===== config.mk =====
export PLATFORM = sky130hd
export DESIGN_NAME = fp_normalize_round
export DESIGN_NICKNAME = d
export VERILOG_FILES = /design/src/rtl/fp_normalize_round.sv
export SDC_FILE = /design/constraint.sdc
export NUM_CORES = 1
export LEC_CHECK = 0
export CAP_MARGIN = 20
export CORE_MARGIN = 2
export CORE_UTILIZATION = 50
export CTS_BUF_LIST = sky130_fd_sc_hd__clkbuf_16
export DETAILED_ROUTE_END_ITERATION = 8
export PLACE_DENSITY = 0.71
export SLEW_MARGIN = 20
export SYNTH_ARGS = -nofsm -noshare
export SYNTH_HDL_FRONTEND = slang
export SYNTH_SLANG_ARGS = --single-unit

===== constraint.sdc =====
create_clock -name clk -period 6.2 [get_ports clk]
set_input_delay 1.86 -clock clk [delete_from_list [all_inputs] [get_ports clk]]
set_output_delay 1.86 -clock clk [all_outputs]
set_load 0.03 [all_outputs]

===== src/rtl/fp_normalize_round.sv =====
// fp_normalize_round: 3-stage normalize/round-to-nearest-even back end packing a raw adder sum into binary32
//   clk, rst             : clock, synchronous active-high reset
//   in_vld / in_rdy      : input beat handshake (in_rdy = ~(res_vld & ~out_rdy))
//   in_sign, in_exp      : sign and signed biased exponent (EXP_W bits) of the raw sum
//   in_mant              : {carry, hidden, fraction[22:0], guard, round, sticky}
//   in_state             : upstream class OK=00 NAN=01 INF=10 NUL=11
//   result, state        : packed binary32 result and its class
//   res_vld / out_rdy    : output handshake; result/state hold while stalled
module fp_normalize_round #(
    parameter int EXP_W = 10
) (
    input  logic             clk,
    input  logic             rst,
    input  logic             in_vld,
    output logic             in_rdy,
    input  logic             in_sign,
    input  logic [EXP_W-1:0] in_exp,
    input  logic [27:0]      in_mant,
    input  logic [1:0]       in_state,
    output logic [31:0]      result,
    output logic [1:0]       state,
    output logic             res_vld,
    input  logic             out_rdy
);
    localparam int E = EXP_W + 1;
    localparam logic [1:0] OK = 2'b00, NAN = 2'b01, INF = 2'b10, NUL = 2'b11;

    // Position of the leading one in a 27-bit value, counted from bit 26; 27 when zero.
    function automatic logic [4:0] lzc27(input logic [26:0] m);
        lzc27 = 5'd27;
        for (int i = 0; i < 27; i++)
            if (m[i]) lzc27 = 5'(26 - i);
    endfunction

    logic en;
    assign en     = ~(res_vld & ~out_rdy);
    assign in_rdy = en;

    // Input capture
    logic                v0, s0_sign;
    logic signed [E-1:0] s0_exp;
    logic [27:0]         s0_mant;
    logic [1:0]          s0_st;

    always_ff @(posedge clk) begin
        if (rst) begin
            v0 <= 1'b0;
        end else if (en) begin
            v0 <= in_vld;
            if (in_vld) begin
                s0_sign <= in_sign;
                s0_exp  <= E'($signed(in_exp));
                s0_mant <= in_mant;
                s0_st   <= in_state;
            end
        end
    end

    // S1: absorb the carry by a right shift (keeping the lost bit in sticky) or count leading zeros
    logic [26:0]         c1_mant;
    logic signed [E-1:0] c1_exp;
    logic [4:0]          c1_lzc;
    logic                c1_zero;

    always_comb begin
        c1_mant = s0_mant[27] ? {s0_mant[27:2], s0_mant[1] | s0_mant[0]} : s0_mant[26:0];
        c1_exp  = s0_exp + E'(s0_mant[27]);
        c1_lzc  = s0_mant[27] ? 5'd0 : lzc27(s0_mant[26:0]);
        c1_zero = (s0_mant == 28'd0) && (s0_st == OK);
    end

    logic                v1, s1_sign, s1_zero;
    logic signed [E-1:0] s1_exp;
    logic [26:0]         s1_mant;
    logic [4:0]          s1_lzc;
    logic [1:0]          s1_st;

    always_ff @(posedge clk) begin
        if (rst) begin
            v1 <= 1'b0;
        end else if (en) begin
            v1 <= v0;
            if (v0) begin
                s1_sign <= s0_sign & ~c1_zero;
                s1_exp  <= c1_exp;
                s1_mant <= c1_mant;
                s1_lzc  <= c1_lzc;
                s1_zero <= c1_zero;
                s1_st   <= s0_st;
            end
        end
    end

    // S2: normalize left; sticky stays ORed into bit 0. Non-positive exponents flush to zero.
    logic [26:0]         c2_mant;
    logic signed [E-1:0] c2_exp;
    logic [1:0]          c2_st;

    always_comb begin
        c2_mant = (s1_mant << s1_lzc) | {26'd0, s1_mant[0]};
        c2_exp  = s1_exp - E'(s1_lzc);
        c2_st   = (s1_st != OK) ? s1_st : (s1_zero || c2_exp <= 0) ? NUL : OK;
    end

    logic                v2, s2_sign;
    logic signed [E-1:0] s2_exp;
    logic [26:0]         s2_mant;
    logic [1:0]          s2_st;

    always_ff @(posedge clk) begin
        if (rst) begin
            v2 <= 1'b0;
        end else if (en) begin
            v2 <= v1;
            if (v1) begin
                s2_sign <= s1_sign;
                s2_exp  <= c2_exp;
                s2_mant <= c2_mant;
                s2_st   <= c2_st;
            end
        end
    end

    // S3: round to nearest even; a carry out of the 24-bit significand wraps the fraction to 0 and bumps exp
    logic                up, rcarry, ovf;
    logic [22:0]         c3_frac;
    logic signed [E-1:0] c3_exp;
    logic [31:0]         c3_res;
    logic [1:0]          c3_st;

    always_comb begin
        up      = s2_mant[2] & (s2_mant[1] | s2_mant[0] | s2_mant[3]);
        rcarry  = up & (&s2_mant[26:3]);
        c3_frac = s2_mant[25:3] + 23'(up);
        c3_exp  = s2_exp + E'(rcarry);
        ovf     = c3_exp >= E'(255);
        c3_res  = (s2_st == NAN) ? 32'h7FC0_0000 :
                  (s2_st == NUL) ? {s2_sign, 31'd0} :
                  (s2_st == INF || ovf) ? {s2_sign, 8'hFF, 23'd0} :
                  {s2_sign, c3_exp[7:0], c3_frac};
        c3_st   = (s2_st == OK && ovf) ? INF : s2_st;
    end

    always_ff @(posedge clk) begin
        if (rst) begin
            res_vld <= 1'b0;
            result  <= 32'd0;
            state   <= 2'b00;
        end else if (en) begin
            res_vld <= v2;
            if (v2) begin
                result <= c3_res;
                state  <= c3_st;
            end
        end
    end
endmodule


# After elaboration in Yosys (flattened, before gate mapping)
# Index checks and enable logic that the tools add are counted.
[op_classes]
shifts = 1
muxes = 33
n_lt_le_gt_ge = 2
reduce_logical = 18
bitwise_logic = 12
n_eq_ne = 3
n_addsub = 4
[ops]
columns = ["op", "count"]
rows = [
  ["31-bit 2-to-1 mux", 2],
  ["5-bit 2-to-1 mux", 10],
  ["32-bit 2-to-1 mux", 1],
  ["4-bit 2-to-1 mux", 8],
  ["28-bit logical NOT", 1],
  ["27-bit by 1-bit bitwise OR with 27-bit output", 1],
  ["27-bit by 5-bit left shift with 27-bit output", 1],
  ["26-bit 2-to-1 mux", 1],
  ["24-bit AND reduction", 1],
  ["23-bit by 1-bit adder with 23-bit output", 1],
  ["17-bit OR reduction", 1],
  ["3-bit 2-to-1 mux", 4],
  ["10-bit by 2-bit adder with 11-bit output", 1],
  ["11-bit by 1-bit adder with 11-bit output", 1],
  ["11-bit by 9-bit >= comparator with 1-bit output (second input constant)", 1],
  ["11-bit by 1-bit less-or-equal comparator with 1-bit output (second input constant)", 1],
  ["11-bit by 5-bit subtractor with 11-bit output", 1],
  ["2-bit 2-to-1 mux", 5],
  ["3-bit AND reduction", 3],
  ["9-bit OR reduction", 1],
  ["5-bit OR reduction", 1],
  ["1-bit AND", 4],
  ["2-bit == test (second input constant)", 2],
  ["2-bit logical NOT", 2],
  ["10 further kinds", 18],
]
[word_totals]
ff_bits = 167
elab_cells = 98
output_inout_bits = 36
inputBits = 45

# Depth between registers and ports, before layout
[logic_depth]
word_depth = 26
depth_mapped = 12
ltp_nobuf = 11

# Least setup slack after synthesis
# Ideal clock, no wire load.
[synth_path]
path_type = "input-to-output"
startpoint = "in out_rdy"
endpoint = "out in_rdy"
required_ns = 4.340
path_slack_ns = 1.929
arrival_time_ns = 2.411
cell_stages = 2
n_path_buf = 1
cell_sequence = "nand2b_1 clkbuf_1"
[synth_between]
elab_chain_cells = 3
[synth_lines]
columns = ["element", "line_no", "rtl"]
rows = [
  ["from (decl)", "23", "input logic out_rdy"],
  ["1-bit NOT", "36", "assign en = ~(res_vld & ~out_rdy);"],
  ["1-bit AND", "36", ""],
  ["1-bit NOT (no line)", "-", ""],
  ["to (decl)", "15", "output logic in_rdy,"],
]
# No other way between the ends.

# Final worst setup path
# Ends and elaborated chain as after synthesis.

==> results.sh <==
export IMPL_antenna_found_initial=0
export IMPL_grt_pass1_wl_um=25500
export IMPL_postCtsResizedCells=0
export IMPL_multi_input_area_um2=3350
export IMPL_syn_area_um2=8170
export IMPL_dp_hpwl_um=11300
export IMPL_p_leak_nw=3.42
export IMPL_antenna_left=0
export IMPL_synth_edf_count=129
export IMPL_syn_to_final_growth_pct=19.5
export IMPL_drv_cap=0
export IMPL_numCtsBuffers=17
export IMPL_yosysSeqAreaShare_pct=56.8
export IMPL_layout_nets=848
export IMPL_clock_sinks=167
export IMPL_yosys_area_top_type="edfxtp_1"
export IMPL_antenna_cells=0
export IMPL_drtIter0Drc=322
export IMPL_start_kind="primary input"
export IMPL_cpPeakStageDelay_ns=0.74
export IMPL_io_buffers=80
export IMPL_ys_flop_type="edfxtp_1"
export IMPL_relSlewSlack_pct=33.4
export IMPL_syn_num_nets=775
export IMPL_clk_latency_ns=0.43
export IMPL_rsz0062_at_grt="false"
export IMPL_globalplace_congestion=0.880
export IMPL_arrival_ns=3.32
export IMPL_post_cts_buffers=0
export IMPL_crit_fanout=9
export IMPL_slowest_stage="clkdlybuf4s50_1"
export IMPL_clock_skew_ns=0.0149
export IMPL_wl_per_cell_um=14.7
export IMPL_p_int_w=0.00196
export IMPL_sw_frac_of_total_pct=21.3
export IMPL_layout_drive_gt1_share_pct=9.07
export IMPL_maxSlewViolCount=0
export IMPL_crit_path_frequent_cell="clkdlybuf4s50_1"
export IMPL_initial_utilization_pct=51.2
export IMPL_final_util_pct=61.2
export IMPL_dieArea_um2=17400
export IMPL_overflow=0
export IMPL_tritoncts="done"
export IMPL_hp_class="flip-flop to flip-flop"
export IMPL_worst_ir_drop_vdd_mv=0.194
export IMPL_cp_cell_sequence="clkdlybuf4s50_1 -> nand2b_1 -> clkdlybuf4s50_1"
export IMPL_synth_async_reset_ratio_pct=0
export IMPL_p_switching_w=0.000530
export IMPL_critical_path_buf_inv_count=2
export IMPL_netlist_instances=719
export IMPL_ys_warn_count=0
export IMPL_cp_depth=3
export IMPL_hold_path_depth=0
export IMPL_hold_violations=0
export IMPL_fillerInstances=1306
export IMPL_synth_area_leaders="edfxtp_1 (47%), dfxtp_1 (9.3%), mux2i_1 (5.0%)"
export IMPL_hold_ws_ns=0.428
export IMPL_ys_seq_elements=167
export IMPL_postCtsHoldBufs=0
export IMPL_mostFrequentLayoutCell="edfxtp_1"
export IMPL_routed_via_density=5.38
export IMPL_min_period_ns=5.18
export IMPL_htreeDepth=4
export IMPL_crit_path_end_kind="output pin"
export IMPL_pwr_share_clk_pct=42.2
export IMPL_fin_tns_setup_ns=0
export IMPL_ys_types=65
export IMPL_dieHeight_um=132
export IMPL_seqPwrFrac_pct=51.0
export IMPL_clock_path_buffers=2
export IMPL_worst_pin_slew_ns=0.999
export IMPL_via_count=5489
export IMPL_num_rows=46
export IMPL_core_area_um2=15900
export IMPL_clock_root_buffer="clkbuf_16"
export IMPL_totalWireLength_um=15000
export IMPL_grt_usage_pct=18.1
export IMPL_clk_pin_slew_ns=0.06
export IMPL_min_period_over_period_pct=83.6
export IMPL_layout_common_cells="edfxtp_1 (129), nand2_1 (95), clkdlybuf4s50_1 (80)"
export IMPL_reg2reg_depth=8
export IMPL_io_pins=81
export IMPL_drtPass1Iterations=5
export IMPL_pwr_density_cell_nw_per_um2=255
export IMPL_grt_pass1_vias=5373
export IMPL_seqCellArea_um2=4630
export IMPL_avgSynthCellArea_um2=11.4
export IMPL_synth_top_area_share_pct=47.4
export IMPL_drc=0
export IMPL_required_ns=4.34
export IMPL_critPathTopFamily="buffers and inverters"
export IMPL_status="finished, final reports clean"
export IMPL_p_comb_share_pct=6.8
export IMPL_path_class="primary input to output pin"
export IMPL_grt_max_degree=48
export IMPL_setup_viol=0
export IMPL_fmax_mhz=193
export IMPL_die_width_um=132
Yosys cell counts, drive strengths merged, types with 8 or more instances:
master / n
mux4: 8
a21oi: 29
nand4: 8
nor3: 10
buf: 9
and3: 17
edfxtp: 129
a211oi: 9
nand2b: 8
nand3: 24
clkbuf: 21
dfxtp: 38
o21ai: 47
nand2: 95
inv: 16
xnor2: 23
nor2: 51
mux2: 20
xor2: 18
mux2i: 41
nor4: 10
ha: 10
and2: 12
flip-flops by register name, summed over array words and instances (netlist names), 2 cells and up:
register / flops
result: 32
s0_exp: 10
s0_mant: 28
s0_st: 2
s1_exp: 11
s1_lzc: 5
s1_mant: 27
s1_st: 2
s2_exp: 11
s2_mant: 27
s2_st: 2
state: 2
worst register-to-register path, cell delays in order (launching register included):
cell	delay, ns
edfxtp_1	0.70
clkinv_1	0.75
ha_1	0.61
nand2b_1	0.14
a21oi_2	0.08
or4b_1	0.51
a2111o_1	0.37
or3_1	0.33
o31ai_1	0.24
layer usage:
| layer | vias up | GRT usage, % | wire [um] |
|---|---|---|---|
| li1 | 2799 | - | - |
| met2 | 118 | 30.4 | 7310 |
| met4 | 0 | 6.64 | 226 |
| met1 | 2554 | 23.3 | 6930 |
| met5 | - | 0 | 0 |
| met3 | 18 | 3.61 | 510 |
cell type report:
| cell class | count | area share [%] |
|---|---|---|
| inverter | 17 | 0.654 |
| sequential | 167 | 47.5 |
| tap | 216 | 2.77 |
| clock inverter | 15 | 1.85 |
| clock buffer | 17 | 4.36 |
| multi-input combinational | 505 | 34.3 |
| timing repair buffer | 84 | 8.52 |
through the flow:
step	worst slack, ns	instances	total power, W	cell area [um^2]
2_1_floorplan	1.93	719	0.00140	8170
3_3_place_gp	1.03	989	0.00145	9150
3_5_place_dp	1.01	989	0.00146	9150
4_1_cts	1.01	1021	0.00251	9750
5_1_grt	0.956	1021	0.00258	9750
6_report	1.02	1021	0.00249	9750
power groups by stage:
| stage | Combinational [W] | Clock [W] | Sequential, W |
|---|---|---|---|
| after global routing | 0.000187 | 0.00112 | 0.00127 |
| after floorplan | 0.000108 | 0 | 0.00129 |
| after detailed placement | 0.000168 | 0 | 0.00129 |
| after CTS | 0.000170 | 0.00107 | 0.00127 |
| after global placement | 0.000165 | 0 | 0.00129 |
| final | 0.000168 | 0.00105 | 0.00127 |
cells by family (layout without fill, tap and decap cells):
logic type	Yosys count	count (layout)	share of synthesized area, %
xor+xnor	41	41	4.40
fa+ha+maj	11	11	1.78
flops	167	167	56.8
compound gates	125	125	9.52
buf+inv	47	133	2.25
simple gates	259	259	15.3
mux	69	69	9.99
final timing paths:
kind / startpoint / endpoint / slack [ns]
max: out_rdy / in_rdy / 1.02
min: s1_sign$_DFFE_PP_ / s2_sign$_DFFE_PP_ / 0.43
max reg2reg: s1_lzc[2]$_SDFFCE_PP0P_ / s2_st[1]$_DFFE_PP_ / 2.28
min reg2reg: s1_sign$_DFFE_PP_ / s2_sign$_DFFE_PP_ / 0.43
(Power assumes the default switching activity.)
